`src/rtl/arb_types.sv`:
```
// Shared types and widths for the I/D physical-memory arbiter.
package arb_types;

  localparam int LINE_WIDTH = 256;
  localparam int ADDR_WIDTH = 32;

  typedef enum logic [1:0] {
    IDLE,
    I_BUSY,
    D_BUSY
  } arb_state_t;

  typedef enum logic {
    ARB_I,
    ARB_D
  } arb_owner_t;

  // Busy state that serves the given owner.
  function automatic arb_state_t busy_state(input arb_owner_t owner);
    return (owner == ARB_D) ? D_BUSY : I_BUSY;
  endfunction

endpackage

```
`src/rtl/mem_arbiter_if.sv`:
```
// Bundle of the I-cache, D-cache and shared memory port signals.
// master: the arbiter's view (drives the shared port and client responses).
// slave:  the surroundings' view (caches and physical memory).
interface mem_arbiter_if;
  import arb_types::*;

  logic                  i_pmem_read;
  logic [ADDR_WIDTH-1:0] i_pmem_address;
  logic [LINE_WIDTH-1:0] i_pmem_rdata;
  logic                  i_pmem_resp;

  logic                  d_pmem_read;
  logic                  d_pmem_write;
  logic [ADDR_WIDTH-1:0] d_pmem_address;
  logic [LINE_WIDTH-1:0] d_pmem_wdata;
  logic [LINE_WIDTH-1:0] d_pmem_rdata;
  logic                  d_pmem_resp;

  logic                  mem_read;
  logic                  mem_write;
  logic [ADDR_WIDTH-1:0] mem_address;
  logic [LINE_WIDTH-1:0] mem_wdata;
  logic [LINE_WIDTH-1:0] mem_rdata;
  logic                  mem_resp;

  modport master (
    input  i_pmem_read, i_pmem_address,
    output i_pmem_rdata, i_pmem_resp,
    input  d_pmem_read, d_pmem_write, d_pmem_address, d_pmem_wdata,
    output d_pmem_rdata, d_pmem_resp,
    output mem_read, mem_write, mem_address, mem_wdata,
    input  mem_rdata, mem_resp
  );

  modport slave (
    output i_pmem_read, i_pmem_address,
    input  i_pmem_rdata, i_pmem_resp,
    output d_pmem_read, d_pmem_write, d_pmem_address, d_pmem_wdata,
    input  d_pmem_rdata, d_pmem_resp,
    input  mem_read, mem_write, mem_address, mem_wdata,
    output mem_rdata, mem_resp
  );

endinterface

```
`src/rtl/mem_arbiter_ctrl.sv`:
```
// Arbiter control: state machine, winner selection and (optionally) the
// round-robin pointer. Optional feature macro: ARB_ROUND_ROBIN_EN.
//
//   state  | meaning
//   -------+---------------------------------------------------------
//   IDLE   | no command on the shared port; grant any pending request
//   I_BUSY | I-cache transaction in flight, waiting for mem_resp
//   D_BUSY | D-cache transaction in flight, waiting for mem_resp
module mem_arbiter_ctrl
  import arb_types::*;
(
  input  logic       clk,
  input  logic       rst,
  input  logic       i_req,
  input  logic       d_read,
  input  logic       d_write,
  input  logic       mem_resp,
  output arb_state_t state,
  output logic       latch_en,
  output arb_owner_t grant_owner
);

  arb_state_t state_q;
  arb_state_t state_d;
  arb_owner_t winner;
  logic       d_req;

  assign d_req = d_read | d_write;

`ifdef ARB_ROUND_ROBIN_EN
  arb_owner_t last_grant_q;

  // Remember who was granted last; reset points at I so D wins the first tie.
  always_ff @(posedge clk) begin
    if (rst) begin
      last_grant_q <= ARB_I;
    end else if (latch_en) begin
      last_grant_q <= winner;
    end
  end

  // On a tie the side not granted last wins; a lone requester always wins.
  always_comb begin
    winner = ARB_I;
    if (i_req && d_req) begin
      winner = (last_grant_q == ARB_D) ? ARB_I : ARB_D;
    end else if (d_req) begin
      winner = ARB_D;
    end
  end
`else
  // Fixed priority: D beats I on a tie.
  always_comb begin
    winner = d_req ? ARB_D : ARB_I;
  end
`endif

  // State register.
  always_ff @(posedge clk) begin
    if (rst) begin
      state_q <= IDLE;
    end else begin
      state_q <= state_d;
    end
  end

  // Next state and latch enable; requests only matter in IDLE.
  always_comb begin
    state_d  = state_q;
    latch_en = 1'b0;
    unique case (state_q)
      IDLE: begin
        if (i_req || d_req) begin
          latch_en = 1'b1;
          state_d  = busy_state(winner);
        end
      end
      I_BUSY, D_BUSY: begin
        if (mem_resp) begin
          state_d = IDLE;
        end
      end
      default: state_d = IDLE;
    endcase
  end

  assign state       = state_q;
  assign grant_owner = winner;

  // A D request with read and write both set is a client bug; write wins.
  a_d_rw_exclusive: assert property (@(posedge clk) disable iff (rst)
    !(d_read && d_write))
    else $warning("mem_arbiter: D side drove read and write together");

endmodule

```
`src/rtl/mem_arbiter.sv`:
```
// Two-client (I-cache / D-cache) arbiter onto one 256-bit line memory port.
// Holds the granted request in local registers so the shared port never
// follows live client inputs while a transaction is in flight.
// Optional feature macro: ARB_ROUND_ROBIN_EN (round-robin tie break).
module mem_arbiter
  import arb_types::*;
(
  input  logic          clk,
  input  logic          rst,
  mem_arbiter_if.master bus
);

  arb_state_t            state;
  logic                  latch_en;
  arb_owner_t            grant_owner;

  logic [ADDR_WIDTH-1:0] addr_q;
  logic [LINE_WIDTH-1:0] wdata_q;
  logic                  read_q;
  logic                  write_q;
  logic                  busy;

  mem_arbiter_ctrl u_ctrl (
    .clk        (clk),
    .rst        (rst),
    .i_req      (bus.i_pmem_read),
    .d_read     (bus.d_pmem_read),
    .d_write    (bus.d_pmem_write),
    .mem_resp   (bus.mem_resp),
    .state      (state),
    .latch_en   (latch_en),
    .grant_owner(grant_owner)
  );

  // Capture the winner's request at grant; write has precedence on the D side.
  always_ff @(posedge clk) begin
    if (rst) begin
      addr_q  <= '0;
      wdata_q <= '0;
      read_q  <= 1'b0;
      write_q <= 1'b0;
    end else if (latch_en) begin
      if (grant_owner == ARB_D) begin
        addr_q  <= bus.d_pmem_address;
        wdata_q <= bus.d_pmem_wdata;
        write_q <= bus.d_pmem_write;
        read_q  <= bus.d_pmem_read & ~bus.d_pmem_write;
      end else begin
        addr_q  <= bus.i_pmem_address;
        wdata_q <= '0;
        write_q <= 1'b0;
        read_q  <= 1'b1;
      end
    end
  end

  assign busy = (state != IDLE);

  // Shared port is driven only from the holding registers.
  assign bus.mem_read    = busy & read_q;
  assign bus.mem_write   = busy & write_q;
  assign bus.mem_address = addr_q;
  assign bus.mem_wdata   = wdata_q;

  // Read data fans out to both clients; only the completion pulse is routed.
  assign bus.i_pmem_rdata = bus.mem_rdata;
  assign bus.d_pmem_rdata = bus.mem_rdata;
  assign bus.i_pmem_resp  = (state == I_BUSY) & bus.mem_resp;
  assign bus.d_pmem_resp  = (state == D_BUSY) & bus.mem_resp;

  // A memory completion with nothing outstanding is dropped.
  a_no_idle_resp: assert property (@(posedge clk) disable iff (rst)
    !(state == IDLE && bus.mem_resp))
    else $warning("mem_arbiter: mem_resp while idle ignored");

endmodule

```
`src/flat_wrapper.sv`:
```
// flat-port wrapper written by rule: the top's interface ports become plain ports
module mem_arbiter_flat import arb_types::*;
  (clk, rst, bus_i_pmem_read, bus_i_pmem_address, bus_i_pmem_rdata, bus_i_pmem_resp, bus_d_pmem_read, bus_d_pmem_write, bus_d_pmem_address, bus_d_pmem_wdata, bus_d_pmem_rdata, bus_d_pmem_resp, bus_mem_read, bus_mem_write, bus_mem_address, bus_mem_wdata, bus_mem_rdata, bus_mem_resp);
  mem_arbiter_if bus_i ();
  input  logic clk;
  input  logic rst;
  input wire logic [$bits(bus_i.i_pmem_read)-1:0] bus_i_pmem_read;
  input wire logic [$bits(bus_i.i_pmem_address)-1:0] bus_i_pmem_address;
  output wire logic [$bits(bus_i.i_pmem_rdata)-1:0] bus_i_pmem_rdata;
  output wire logic [$bits(bus_i.i_pmem_resp)-1:0] bus_i_pmem_resp;
  input wire logic [$bits(bus_i.d_pmem_read)-1:0] bus_d_pmem_read;
  input wire logic [$bits(bus_i.d_pmem_write)-1:0] bus_d_pmem_write;
  input wire logic [$bits(bus_i.d_pmem_address)-1:0] bus_d_pmem_address;
  input wire logic [$bits(bus_i.d_pmem_wdata)-1:0] bus_d_pmem_wdata;
  output wire logic [$bits(bus_i.d_pmem_rdata)-1:0] bus_d_pmem_rdata;
  output wire logic [$bits(bus_i.d_pmem_resp)-1:0] bus_d_pmem_resp;
  output wire logic [$bits(bus_i.mem_read)-1:0] bus_mem_read;
  output wire logic [$bits(bus_i.mem_write)-1:0] bus_mem_write;
  output wire logic [$bits(bus_i.mem_address)-1:0] bus_mem_address;
  output wire logic [$bits(bus_i.mem_wdata)-1:0] bus_mem_wdata;
  input wire logic [$bits(bus_i.mem_rdata)-1:0] bus_mem_rdata;
  input wire logic [$bits(bus_i.mem_resp)-1:0] bus_mem_resp;
  assign bus_i.i_pmem_read = bus_i_pmem_read;
  assign bus_i.i_pmem_address = bus_i_pmem_address;
  assign bus_i_pmem_rdata = bus_i.i_pmem_rdata;
  assign bus_i_pmem_resp = bus_i.i_pmem_resp;
  assign bus_i.d_pmem_read = bus_d_pmem_read;
  assign bus_i.d_pmem_write = bus_d_pmem_write;
  assign bus_i.d_pmem_address = bus_d_pmem_address;
  assign bus_i.d_pmem_wdata = bus_d_pmem_wdata;
  assign bus_d_pmem_rdata = bus_i.d_pmem_rdata;
  assign bus_d_pmem_resp = bus_i.d_pmem_resp;
  assign bus_mem_read = bus_i.mem_read;
  assign bus_mem_write = bus_i.mem_write;
  assign bus_mem_address = bus_i.mem_address;
  assign bus_mem_wdata = bus_i.mem_wdata;
  assign bus_i.mem_rdata = bus_mem_rdata;
  assign bus_i.mem_resp = bus_mem_resp;
  mem_arbiter u_core (.clk(clk), .rst(rst), .bus(bus_i));
endmodule
```
`config.mk`:
```
export PLATFORM = sky130hd
export DESIGN_NAME = mem_arbiter_flat
export DESIGN_NICKNAME = d
export VERILOG_FILES = /design/src/rtl/arb_types.sv /design/src/rtl/mem_arbiter_if.sv /design/src/rtl/mem_arbiter_ctrl.sv /design/src/rtl/mem_arbiter.sv /design/src/flat_wrapper.sv
export SDC_FILE = /design/constraint.sdc
export NUM_CORES = 1
export LEC_CHECK = 0
export ABC_AREA = 1
export BUFFER_PORTS_ARGS = -buffer_cell sky130_fd_sc_hd__buf_2
export CORE_AREA = 3 3 533 535
export CTS_CLUSTER_SIZE = 24
export DETAILED_ROUTE_END_ITERATION = 12
export DIE_AREA = 0 0 536 538
export SYNTH_ARGS = -nofsm -noshare
export SYNTH_HDL_FRONTEND = slang
export SYNTH_HIERARCHICAL = 1
export SYNTH_SLANG_ARGS = --single-unit
```
`constraint.sdc`:
```
create_clock -name clk -period 4 [get_ports clk]
set_input_delay 1.2 -clock clk [delete_from_list [all_inputs] [get_ports clk]]
set_output_delay 1.2 -clock clk [all_outputs]
set_load 0.01 [all_outputs]
```
# Yosys cells after proc, flatten, opt, wreduce, memory -nomap -nowiden
# Index checks and enable logic that the tools add are counted.
[op_classes]
eq_ne = 4
mux = 11
bitwise_logic = 7
reduce_logical = 5
[op_table]
columns = ["op", "count"]
rows = [
  ["2-to-1 mux 256 bit", 1],
  ["2-to-1 mux 32 bit", 1],
  ["2-to-1 mux 2 bit", 3],
  ["AND 1 bit", 5],
  ["2-to-1 mux 1 bit", 5],
  ["!= test 2 bit (second input constant)", 2],
  ["one-hot mux 2 bit (2 select lines)", 1],
  ["equality test 2 x 1 -> 1 bit (second input constant)", 1],
  ["equality test 2 bit (second input constant)", 1],
  ["zero test 2 bit", 1],
  ["AND reduction 2 bit", 1],
  ["nonzero test 2 bit", 1],
  ["OR reduction 2 bit", 1],
  ["logical OR 1 bit", 1],
  ["NOT 1 bit", 1],
  ["bitwise OR 1 bit", 1],
]
[word_totals]
ff_bits = 292
in_bits = 582
out_inout_bits = 804

# Longest topological paths before layout
# Gate-level depths: netlist of the first run.
[logic_depth]
ltp_word = 5
ltp_mapped = 9

# Hierarchy
# Netlist of the first run, hierarchy kept.
[by_module_without_submodules]
columns = ["mod", "n_inst", "cells_per_inst", "area_per_inst_um2", "seq_area_each_um2"]
rows = [
  ["mem_arbiter", 1, 1941, 14824.2, 5805.6],
  ["mem_arbiter_ctrl", 1, 19, 141.4, 40.0],
]

# Worst setup path before layout of the first run
# OpenSTA, ideal clock, no wires.
[synth_path]
path_kind = "in2out"
startpoint = "input bus_mem_resp"
endpoint = "output bus_i_pmem_resp"
arrival_time_ns = 1.402
required_time_ns = 2.800
slack_ns = 1.398
cell_stages = 2
path_cell_list = "nand2_1 > nor2_1"
[synth_via]
elab_chain_cells = 1
[synth_rtl]
columns = ["element", "line", "rtl"]
rows = [
  ["start: declaration", "flat_wrapper.sv:22", "input wire logic [$bits(bus_i.mem_resp)-1:0] bus_mem_resp;"],
  ["AND 1 bit", "mem_arbiter.sv:68", "assign bus.i_pmem_resp = (state == I_BUSY) & bus.mem_resp;"],
  ["end: declaration", "flat_wrapper.sv:10", "output wire logic [$bits(bus_i.i_pmem_resp)-1:0] bus_i_pmem_resp;"],
]
# Every way passes these cells.

# Worst setup path in the final report of the first run
[layout_path]
startpoint = "register u_core.u_ctrl.state_q[1] (netlist: u_core/u_ctrl/state[1])"
endpoint = "output bus_mem_write"
[layout_via]
elab_chain_cells = 2
[layout_rtl]
columns = ["element", "line", "rtl"]
rows = [
  ["start: declaration", "mem_arbiter_ctrl.sv:23", "arb_state_t state_q;"],
  ["start signal: assignment", "mem_arbiter_ctrl.sv:63", "state_q <= state_d;"],
  ["nonzero test 2 bit", "mem_arbiter.sv:57", "assign busy = (state != IDLE);"],
  ["AND 1 bit", "mem_arbiter.sv:61", "assign bus.mem_write = busy & write_q;"],
  ["end: declaration", "flat_wrapper.sv:18", "output wire logic [$bits(bus_i.mem_write)-1:0] bus_mem_write;"],
]
# Every way passes these cells.

==> flow_summary.ini, run 1 <==
[worst_setup_path]
required_ns = 2.80
path_buf_inv = 1
path_cells = o21a_1, buf_2
slowest_stage = dfxtp_1
arrival_ns = 1.85
start_kind = flip-flop
end_kind = output pin
path_class = flip-flop to output pin
crit_fanout = 6
r2r_setup_slack_ns = 1.53
critical-path-top-delay-family = flip-flops
critPathMaxStageDelay_ns = 0.64

[timing]
tightestPinTransition_ns = 0.7692
rsz0062_at_grt = false
finalClockSkew_ns = 0.03555
timing.final.crit_period_ns = 3.051
period_share_pct = 76.26
final.setup.tns_ns = 0
fmax_ghz = 0.3278
setup_ws_ns = 0.9495
hold_viol = 0
slew_viol_final = 0
slew_headroom_pct = 48.72
finalSetupViolations = 0

[drt]
wl_per_cell_um = 32.19
drt-initial-drc-count = 1290
vias = 14340
ant_nets = 0
drt_wl_total_um = 186300
first_pass_iters = 6
drc = 0
vias_per_cell = 2.479

[clocking]
clock_path_buffers = 3
cts_buffers = 45
cts_tree = done
clock_latency_ns = 0.70
cts_hold_buf = 0
postCtsSetupBuffers = 0
cts.repair.resized = 0
h-tree-depth = 2
numClockSinks = 292
cts.clk_slew.worst_paths_ns = 0.06
root_buffer = clkbuf_16

[floorplan]
coreArea_um2 = 279400
num_rows = 194
die_y_um = 538
die_w_um = 536
start_util_pct = 5.357
io_pins = 1386
dieArea_um2 = 288400

[yosys]
synth_area_um2 = 14970
synth_cell_type_count = 20
synth-seq-area-share_pct = 39.06
synth.net_count = 2543
synth_cells = 1960
ys_ff_latch = 292
syn_area_per_cell_um2 = 7.636
ys_warn_count = 6

[global_route]
grt_overflow = 0
grt_pass1_wl_um = 212900
grt_use_total_pct = 12.26
grt_start_max_net_pins = 104
antenna_found_initial = 129
grt_pass1_vias = 12960

[pwr]
power_density_nw_per_um2 = 468.3
ir_drop_mv = 0.2999
p_leak_nw = 7.855

[cells_and_area]
layout_commonest_cell = buf_2
drive_gt1_share_pct = 35.60
nets = 2591
final_cell_mix = buf_2, nand2_1, dfxtp_1, nand3_1, a21oi_1
post-route-util_pct = 7.191
area_growth_pct = 34.24

[status]
status = finished clean

[place]
port_buffers = 617
dpl.hpwl_um = 166500
place_worst_setup_slack_ns = 0.9509
gp_congestion = 0.9324

[min_path]
min_path_type = flip-flop to flip-flop

[flow_run]
maxCapViolations = 0
==> cell type report <==
type / count / area, um2
inverter: 40 / 165.2
fill: 32980 / 259300
multi-input combinational: 985 / 4442
timing repair buffer: 644 / 3451
antenna: 17 / 42.54
clock inverter: 23 / 217.7
tap: 3724 / 4659
clock buffer: 61 / 1266
sequential: 292 / 5846
==> through the flow <==
step	instance area [um2]	hold slack, ns	std cells	power, mW
3_3_place_gp	18560	0.4489	5685	5.300
5_1_grt	20080	0.4750	5781	9.912
4_1_cts	20050	0.4621	5769	9.712
3_5_place_dp	18560	0.4521	5685	5.321
6_report	20090	0.4600	5786	9.407
2_1_floorplan	14970	0.4441	1960	4.737
==> Yosys cell counts <==
library cell / n / area [um2]
a21boi_1: 1 / 7.510
nand3_1: 290 / 1451
dfxtp_1: 292 / 5846
a21oi_1: 260 / 1301
buf_1: 1 / 3.750
inv_1: 37 / 138.9
clkbuf_1: 27 / 101.4
nand4_1: 1 / 6.260
buf_4: 537 / 4031
buf_6: 2 / 22.52
ha_1: 1 / 12.51
nand3_2: 1 / 10.01
nand2_2: 2 / 12.51
nor2_4: 1 / 11.26
o21bai_1: 1 / 7.510
o21a_1: 2 / 15.01
buf_2: 76 / 380.4
inv_2: 3 / 11.26
nand2_1: 358 / 1344
nor2_1: 67 / 251.5
==> where the power goes <==
group	switching (mW)	total (mW)	leakage, nW	internal [mW]
Clock	1.89	4.20	0.718	2.32
Sequential	0.133	3.30	2.41	3.17
Combinational	1.33	1.90	4.73	0.572
Total	3.35	9.41	7.85	6.06
==> worst paths after layout <==
| path | from | endpoint | depth (start not counted) |
|---|---|---|---|
| worst max-delay path | u_core/u_ctrl/state[1] | bus_mem_write | 2 |
| worst max register to register | u_core/u_ctrl/state[1] | u_core/bus.mem_wdata[167] | 7 |
| worst min-delay path | u_core/bus.mem_wdata[154] | u_core/bus.mem_wdata[154] | 2 |
| worst min register to register | u_core/bus.mem_wdata[154] | u_core/bus.mem_wdata[154] | 2 |
==> tightest hold or removal path, delay by kind of cell (launching register included) <==
kind | cells | cell delay [ns]
flops | 1 | 0.30
simple gates | 1 | 0.06
compound gates | 1 | 0.05
==> registers in the layout, summed over array words and instances (netlist names) <==
name and count:
u_core/bus.mem_address 32, u_core/write_q 1, u_core/u_ctrl/state 2, u_core/read_q 1
u_core/bus.mem_wdata 256
==> layer usage <==
layer / global-route usage, % / routed length [um] / up-vias
met3: 17.08 / 56530 / 572
met4: 6.262 / 11190 / 54
li1: - / - / 5945
met5: 1.447 / 913 / -
met2: 17.23 / 74120 / 1526
met1: 8.465 / 43510 / 6244
==> logic make-up (layout without fill, tap and decap cells) <==
group | after synthesis | count (layout) | synth area share [%]
AOI/OAI and AO/OA | 264 | 264 | 8.896
and+or+nand+nor | 720 | 720 | 20.63
DFF | 292 | 292 | 39.06
other | 0 | 17 | 0
buffers and inverters | 683 | 768 | 31.34
adders and majority gates | 1 | 1 | 0.08359
Note: power is estimated with default switching activity, not from simulation.
==> inputs of run 2 (changes only) <==
Settings changed: CORE_AREA 3 3 533 535 to 3 3 547 549, DIE_AREA 0 0 536 538 to 0 0 550 552.
Clock period 4 ns to 3.04 ns, I/O delays scaled along.
==> flow_summary.ini, run 2 (synthesis results as in run 1) <==
[worst_setup_path]
ff2ff_path_depth = 8
r2r_setup_slack_ns = 0.82
end_kind = output pin
reg2reg_to = u_core/bus.mem_wdata[196]
path_cells = o21a_1, buf_2
required_ns = 2.13
arrival_ns = 1.59
start_kind = flip-flop
r2r-start = u_core/u_ctrl/state[0]
crit_fanout = 6
critical-path-top-delay-family = flip-flops
slowest_stage = dfxtp_1
critPathMaxStageDelay_ns = 0.44
path_buf_inv = 1
path_class = flip-flop to output pin

[cells_and_area]
drive_gt1_share_pct = 35.79
largest_reg_flops = 256
nets = 2600
area_growth_pct = 37.22
fillCellCount = 34850
final_cell_mix = buf_2, nand2_1, dfxtp_1, nand3_1, a21oi_1
layout_commonest_cell = buf_2

[clocking]
postCtsSetupBuffers = 0
clock_path_buffers = 3
clock_latency_ns = 0.66
root_buffer = clkbuf_16
h-tree-depth = 2
numClockSinks = 292
cts_hold_buf = 0
cts.repair.resized = 0
cts_buffers = 42
cts_tree = done
cts.clk_slew.worst_paths_ns = 0.06

[drt]
drt-initial-drc-count = 992
wl_per_cell_um = 33.70
vias = 14430
drc = 0
ant_nets = 0
drt_wl_total_um = 202900
first_pass_iters = 6
vias_per_cell = 2.398

[place]
port_buffers = 617
gp_congestion = 0.8546
dpl.hpwl_um = 184200
place_worst_setup_slack_ns = 0.3573

[timing]
tightestPinTransition_ns = 0.5285
hold_viol = 0
timing.final.crit_period_ns = 2.499
fmax_ghz = 0.4001
slew_headroom_pct = 64.76
rsz0062_at_grt = false
finalSetupViolations = 0
slew_viol_final = 0
final.setup.tns_ns = 0
setup_ws_ns = 0.5408
period_share_pct = 82.21
finalClockSkew_ns = 0.03172

[floorplan]
die_w_um = 550
dieArea_um2 = 303600
die_y_um = 552
num_rows = 199
io_pins = 1386
start_util_pct = 5.085
coreArea_um2 = 294300

[flow_run]
maxCapViolations = 0

[global_route]
antenna_found_initial = 180
grt_start_max_net_pins = 97
grt_use_total_pct = 12.78
grt_pass1_wl_um = 232700
grt_pass1_vias = 13370
grt_overflow = 0

[pwr]
ir_drop_mv = 0.4193
power_density_nw_per_um2 = 601.4
p_leak_nw = 7.919

[min_path]
hold_path_end = u_core/bus.mem_wdata[227]
min_from = u_core/bus.mem_wdata[227]
hold_depth = 2
min_path_type = flip-flop to flip-flop

[status]
status = finished clean
run 2: layout make-up:
cell class	instances	area [um2]	share of cell area, %
Sequential cell	292	5846	28.47
Tap cell	3919	4903	23.88
Multi-Input combinational cell	985	4442	21.63
Timing Repair Buffer	656	3616	17.61
Clock buffer	56	1164	5.666
Clock inverter	22	277.8	1.353
Inverter	40	165.2	0.8042
Antenna cell	49	122.6	0.5971
run 2: worst max-delay path by stage:
stage                      startpoint                   endpoint  slack, ns  cells after the start
6_report       u_core/u_ctrl/state[0]              bus_mem_write       0.54                      2
5_1_grt        u_core/u_ctrl/state[0]              bus_mem_write       0.41                      2
4_1_cts                u_core/write_q              bus_mem_write       0.36                      2
3_5_place_dp          bus_i_pmem_read  u_core/bus.mem_wdata[196]       0.36                      8
3_3_place_gp         bus_d_pmem_write   u_core/bus.mem_wdata[78]       0.36                      8
2_1_floorplan            bus_mem_resp            bus_i_pmem_resp       1.01                      2
run 2: per-layer routing:
layer	global-route usage (%)	routed length [um]	vias to the layer above
met3	17.37	60710	600
met1	9.110	49390	6176
met4	6.590	12430	46
met5	0.5540	551	-
met2	17.96	79770	1611
li1	-	-	5999
run 2: worst min-delay path: cells and delay by family, from the launching register on:
kind	cells	cell delay [ns]
and+or+nand+nor	1	0.06
DFF	1	0.30
AOI/OAI and AO/OA	1	0.05
run 2: stage by stage:
stage               total power, mW  hold WS, ns  std cells  util [%]  area [um2]
floorplan                     6.233       0.4441       1960         -       14970
global placement              7.089       0.4503       5892     6.446       18970
detailed placement            7.089       0.4517       5892     6.446       18970
CTS                           12.74       0.4036       5970     6.936       20410
global route                  13.02       0.4480       6006     6.967       20500
finish                        12.35       0.4607       6019     6.978       20540
run 2: report_power, final:
part	total (mW)	switching, mW	internal (mW)
logic	2.61	1.81	0.795
registers	4.34	0.175	4.17
clock network	5.40	2.39	3.01
